[src/rtl/apb_requester_mc.sv]
// APB4 requester: turns valid/ready front-end requests into APB transfers to one of
// NUM_SLV address-decoded completers, with decode-error and wait-state timeout reporting.
module apb_requester_mc #(
  parameter int                ADDR_W      = 32,
  parameter int                DATA_W      = 32,
  parameter int                NUM_SLV     = 4,
  parameter int                REGION_BITS = 12,
  parameter logic [ADDR_W-1:0] BASE_ADDR   = 32'h1000_0000,
  parameter int                TIMEOUT     = 16
) (
  input  logic                      PCLK,
  input  logic                      PRESET,
  input  logic                      req_valid,
  output logic                      req_ready,
  input  logic                      req_write,
  input  logic [ADDR_W-1:0]         req_addr,
  input  logic [DATA_W-1:0]         req_wdata,
  input  logic [DATA_W/8-1:0]       req_strb,
  output logic                      rsp_valid,
  output logic [DATA_W-1:0]         rsp_rdata,
  output logic                      rsp_err,
  output logic                      rsp_decerr,
  output logic                      rsp_timeout,
  output logic [ADDR_W-1:0]         PADDR,
  output logic                      PWRITE,
  output logic                      PENABLE,
  output logic [DATA_W-1:0]         PWDATA,
  output logic [DATA_W/8-1:0]       PSTRB,
  output logic [NUM_SLV-1:0]        PSEL,
  input  logic [NUM_SLV-1:0]        PREADY,
  input  logic [NUM_SLV*DATA_W-1:0] PRDATA,
  input  logic [NUM_SLV-1:0]        PSLVERR
);

  localparam int IDX_W = (NUM_SLV > 1) ? $clog2(NUM_SLV) : 1;
  localparam int TO_W  = (TIMEOUT > 0) ? $clog2(TIMEOUT + 1) : 1;
  localparam logic [TO_W-1:0]   TO_LAST   = TO_W'(TIMEOUT - 1);
  localparam logic [ADDR_W-1:0] NUM_SLV_A = ADDR_W'(NUM_SLV);

  typedef enum logic [1:0] {IDLE, SETUP, ACCESS, DECERR} state_t;

  state_t            state;
  logic [IDX_W-1:0]  idx_reg;
  logic [TO_W-1:0]   wait_cnt_reg;

  logic [ADDR_W-1:0]  req_off;
  logic [ADDR_W-1:0]  req_region;
  logic               req_hit;
  logic [IDX_W-1:0]   req_idx;
  logic [NUM_SLV-1:0] req_onehot;

  logic               pready_sel;
  logic               pslverr_sel;
  logic [DATA_W-1:0]  prdata_sel;
  logic               timeout_hit;
  logic               xfer_done;
  logic               accept;

  // Region decode of the address being accepted; it is registered together with the
  // address, so the transfer runs on the captured decode.
  assign req_off    = req_addr - BASE_ADDR;
  assign req_region = req_off >> REGION_BITS;
  assign req_hit    = (req_addr >= BASE_ADDR) && (req_region < NUM_SLV_A);
  assign req_idx    = req_region[IDX_W-1:0];

  for (genvar gi = 0; gi < NUM_SLV; gi++) begin : g_onehot
    assign req_onehot[gi] = (req_idx == IDX_W'(gi));
  end

  assign pready_sel  = PREADY[idx_reg];
  assign pslverr_sel = PSLVERR[idx_reg];
  assign prdata_sel  = PRDATA[idx_reg*DATA_W +: DATA_W];

  // The wait that would bring the counter to TIMEOUT aborts, unless PREADY arrives then.
  assign timeout_hit = (TIMEOUT != 0) && (state == ACCESS) && !pready_sel &&
                       (wait_cnt_reg == TO_LAST);
  assign xfer_done   = (state == ACCESS) && (pready_sel || timeout_hit);
  assign req_ready   = !PRESET && ((state == IDLE) || xfer_done);
  assign accept      = req_valid && req_ready;

  always_ff @(posedge PCLK or posedge PRESET) begin
    if (PRESET) begin
      state        <= IDLE;
      idx_reg      <= '0;
      wait_cnt_reg <= '0;
      PADDR        <= '0;
      PWRITE       <= 1'b0;
      PENABLE      <= 1'b0;
      PWDATA       <= '0;
      PSTRB        <= '0;
      PSEL         <= '0;
      rsp_valid    <= 1'b0;
      rsp_rdata    <= '0;
      rsp_err      <= 1'b0;
      rsp_decerr   <= 1'b0;
      rsp_timeout  <= 1'b0;
    end else begin
      rsp_valid   <= 1'b0;
      rsp_rdata   <= '0;
      rsp_err     <= 1'b0;
      rsp_decerr  <= 1'b0;
      rsp_timeout <= 1'b0;

      case (state)
        IDLE: ;
        SETUP: begin
          PENABLE      <= 1'b1;
          wait_cnt_reg <= '0;
          state        <= ACCESS;
        end
        ACCESS: begin
          if (xfer_done) begin
            rsp_valid <= 1'b1;
            if (pready_sel) begin
              rsp_err   <= pslverr_sel;
              rsp_rdata <= (!PWRITE && !pslverr_sel) ? prdata_sel : '0;
            end else begin
              rsp_err     <= 1'b1;
              rsp_timeout <= 1'b1;
            end
            PENABLE <= 1'b0;
            PSEL    <= '0;
            state   <= IDLE;
          end else begin
            wait_cnt_reg <= wait_cnt_reg + 1'b1;
          end
        end
        DECERR: begin
          rsp_valid  <= 1'b1;
          rsp_err    <= 1'b1;
          rsp_decerr <= 1'b1;
          state      <= IDLE;
        end
        default: state <= IDLE;
      endcase

      // Acceptance overrides the end-of-transfer values above, giving back-to-back SETUP.
      if (accept) begin
        PADDR   <= req_addr;
        PWRITE  <= req_write;
        PWDATA  <= req_wdata;
        PSTRB   <= req_write ? req_strb : '0;
        PENABLE <= 1'b0;
        idx_reg <= req_idx;
        if (req_hit) begin
          PSEL  <= req_onehot;
          state <= SETUP;
        end else begin
          PSEL  <= '0;
          state <= DECERR;
        end
      end
    end
  end

endmodule

[config.mk]
export PLATFORM = sky130hd
export DESIGN_NAME = apb_requester_mc
export DESIGN_NICKNAME = d
export VERILOG_FILES = /design/src/rtl/apb_requester_mc.sv
export SDC_FILE = /design/constraint.sdc
export NUM_CORES = 1
export LEC_CHECK = 0
export BUFFER_PORTS_ARGS = -buffer_cell sky130_fd_sc_hd__buf_4
export CORE_AREA = 2 2 123 125
export CTS_CLUSTER_DIAMETER = 100
export DETAILED_ROUTE_END_ITERATION = 7
export DIE_AREA = 0 0 125 127
export HOLD_SLACK_MARGIN = 0.03
export PLACE_DENSITY = 0.69
export SYNTH_ARGS = -nofsm -noshare
export SYNTH_HDL_FRONTEND = slang
export SYNTH_SLANG_ARGS = --single-unit
[constraint.sdc]
create_clock -name PCLK -period 4.7 [get_ports PCLK]
set_clock_uncertainty 0.05 [all_clocks]
set_input_delay 0.47 -clock PCLK [delete_from_list [all_inputs] [get_ports PCLK]]
set_output_delay 0.47 -clock PCLK [all_outputs]
set_load 0.01 [all_outputs]
==> flow_metrics.env <==
export IMPL_status="finished, final reports clean"
export IMPL_io_buffers=318
export IMPL_grt_pass1_vias=4552
export IMPL_max_cap_violations=0
export IMPL_reg_top3="PADDR x32, PWDATA x32, rsp_rdata x32"
export IMPL_syn_cell_area_um2=5280
export IMPL_synth_top_area_share_pct=55.5
export IMPL_dieArea_um2=15900
export IMPL_h_tree_depth=4
export IMPL_syn2layout_area_growth_pct=60.4
export IMPL_comb_power_share_pct=37.3
export IMPL_start_util_pct=36.6
export IMPL_seq_area_frac_synth_pct=55.5
export IMPL_num_fill_cells=1184
export IMPL_root_buffer="clkbuf_16"
export IMPL_numCtsBuffers=17
export IMPL_setup_ws_ns=1.73
export IMPL_tns_ns=0
export IMPL_cts_max_path_buffers=2
export IMPL_internal_power_uw=3410
export IMPL_core_um2=14400
export IMPL_tightest_slew_ns=1.08
export IMPL_syn_inst=351
export IMPL_grt_max_degree=69
export IMPL_cp_max_fo=34
export IMPL_first_pass_iters=4
export IMPL_nets=880
export IMPL_yosys_warnings=0
export IMPL_slew_headroom_pct=27.9
export IMPL_ir_drop_v=0.000262
export IMPL_via_per_inst=4.86
export IMPL_cp_arrival_ns=2.45
export IMPL_final_max_slew_viol_count=0
export IMPL_fmax_mhz=337
export IMPL_grt_setup_unrepaired="false"
export IMPL_synth_nets=561
export IMPL_clk_pin_slew_ns=0.05
export IMPL_totalWireLength_mm=15.2
export IMPL_ios=319
export IMPL_cts_hold_buf=0
export IMPL_required_ns=4.18
export IMPL_hpwl_mm=12.1
export IMPL_ant_nets=0
export IMPL_switchingPower_uw=1330
export IMPL_synth_edf_count=0
export IMPL_synth_area_leader_cell="dfrtp_1"
export IMPL_grt_remaining_overflow=0
export IMPL_grt_pass1_wl_mm=23.5
export IMPL_final_cell_mix="buf_4, dfrtp_1, mux2_2, nor2b_1, mux4_2"
export IMPL_switching_share_pct=28.1
export IMPL_pwr_share_clk_pct=30.3
export IMPL_p_leak_uw=0.00409
export IMPL_vias=4215
export IMPL_post_cts_buffers=0
export IMPL_clock_sinks=117
export IMPL_track_usage_pct=19.1
export IMPL_mostFrequentLayoutCell="buf_4"
export IMPL_rrSetupSlack_ns=1.73
export IMPL_insertion_delay_ns=0.40
export IMPL_p_per_area_nw_per_um2=560
export IMPL_syn_area_per_cell_um2=15.0
export IMPL_min_period_ns=2.97
export IMPL_seqPwrFrac_pct=32.4
export IMPL_antenna_found_initial=2
export IMPL_wl_per_cell_um=17.5
export IMPL_cts_resized=0
export IMPL_die_w_um=125
export IMPL_gp_congestion=0.770
export IMPL_path_class="reg2out"
export IMPL_pre_cts_ws_ns=1.68
export IMPL_yosysUniqueCellTypes=40
export IMPL_timing_final_hold_violations=0
export IMPL_synthTopCellsByArea="dfrtp_1, mux4_2, mux2_2"
export IMPL_dieHeight_um=127
export IMPL_layout_drive_gt1_share_pct=67.2
export IMPL_start_kind="register"
export IMPL_hold_path_class="in2async"
export IMPL_utilization_pct=58.7
export IMPL_first_iter_violations=115
export IMPL_setup_viol=0
export IMPL_cts_tree="built"
export IMPL_placementRows=44
export IMPL_period_share_pct=63.2
export IMPL_async_reset_ff_share_pct=100
export IMPL_drc_errors=0
export IMPL_synth_flop_cell="dfrtp_1"
export IMPL_ys_ff_latch=117
export IMPL_cp_end_kind="primary output"
-- stage by stage --
step	area [um2]	power, uW	hold WS, ns	std cells
2_1_floorplan	5280	2550	0.430	351
3_3_place_gp	7790	3300	0.414	835
3_5_place_dp	7790	3360	0.431	835
4_1_cts	8460	4820	0.233	866
5_1_grt	8470	5010	0.235	868
6_report	8470	4740	0.226	868
-- final cells by class --
| class | instances | area [um2] | area share (%) |
|---|---|---|---|
| diodes | 2 | 5.00 | 0.0591 |
| clock buffers | 23 | 498 | 5.88 |
| clock inverters | 8 | 169 | 2.00 |
| inverters | 5 | 21.3 | 0.251 |
| multi-input cells | 205 | 2180 | 25.8 |
| flip-flops and latches | 117 | 2930 | 34.6 |
| well taps | 184 | 230 | 2.72 |
| repair buffers | 324 | 2430 | 28.7 |
-- power by group through the flow --
stage | logic (uW) | registers (uW) | clock network, uW
after floorplan | 885 | 1660 | 0
after global placement | 1760 | 1540 | 0
after detailed placement | 1800 | 1550 | 0
after CTS | 1810 | 1540 | 1470
after global routing | 1900 | 1580 | 1520
final | 1770 | 1540 | 1440
-- Yosys cell counts (2+ instances only) --
master,instances
nor3_1,3
o31ai_1,4
mux4_2,34
buf_6,7
nor4_1,3
nand2_1,10
ha_1,2
o21ai_0,11
mux2_2,65
nor2b_1,36
nor4b_1,2
inv_1,4
clkbuf_1,13
a221o_1,3
buf_2,3
nand3b_1,2
nor2_1,7
nor3b_1,3
dfrtp_1,117
nand2b_1,2
-- cells by family (layout without fill, tap and decap cells) --
family / count (synthesis) / count (layout) / synth area share, %
buffers and inverters: 29 / 360 / 3.20
AND/OR/NAND/NOR: 75 / 75 / 8.23
AO/OA/AOI/OAI: 28 / 28 / 4.05
flip-flops: 117 / 117 / 55.5
multiplexers: 100 / 100 / 28.6
other: 0 / 2 / 0
adder cells (fa/ha/maj): 2 / 2 / 0.474
-- critical path, cell delays in order (launching register included) --
cell and delay [ns]:
dfrtp_2 0.38, buf_4 0.50, mux4_2 0.68, nor3_1 0.23
nor3_1 0.09, buf_4 0.17
-- worst paths after layout --
path                                        from  cells past startpoint                          end
setup / recovery           PADDR[12]$_DFFE_PP0P_                      5                    req_ready
hold / removal                            PRESET                      2  wait_cnt_reg[3]$_DFFE_PP0P_
max in group asynchronous                 PRESET                      3        PADDR[12]$_DFFE_PP0P_
setup reg to reg           PADDR[12]$_DFFE_PP0P_                      5       PWDATA[25]$_DFFE_PP0P_
min in group PCLK                    req_addr[8]                      2         PADDR[8]$_DFFE_PP0P_
hold reg to reg             PSTRB[1]$_DFFE_PP0P_                      2         PSTRB[1]$_DFFE_PP0P_
-- layer usage --
metal	global-route usage [%]	routed length [um]	up-vias	share of wire (%)
met4	9.87	483	0	3.2
li1	-	-	1935	-
met1	19.5	5090	2044	34
met3	5.15	1160	29	7.7
met5	0	0	-	0
met2	35.7	8440	207	56
No activity file was read; power rests on OpenSTA's default activity.
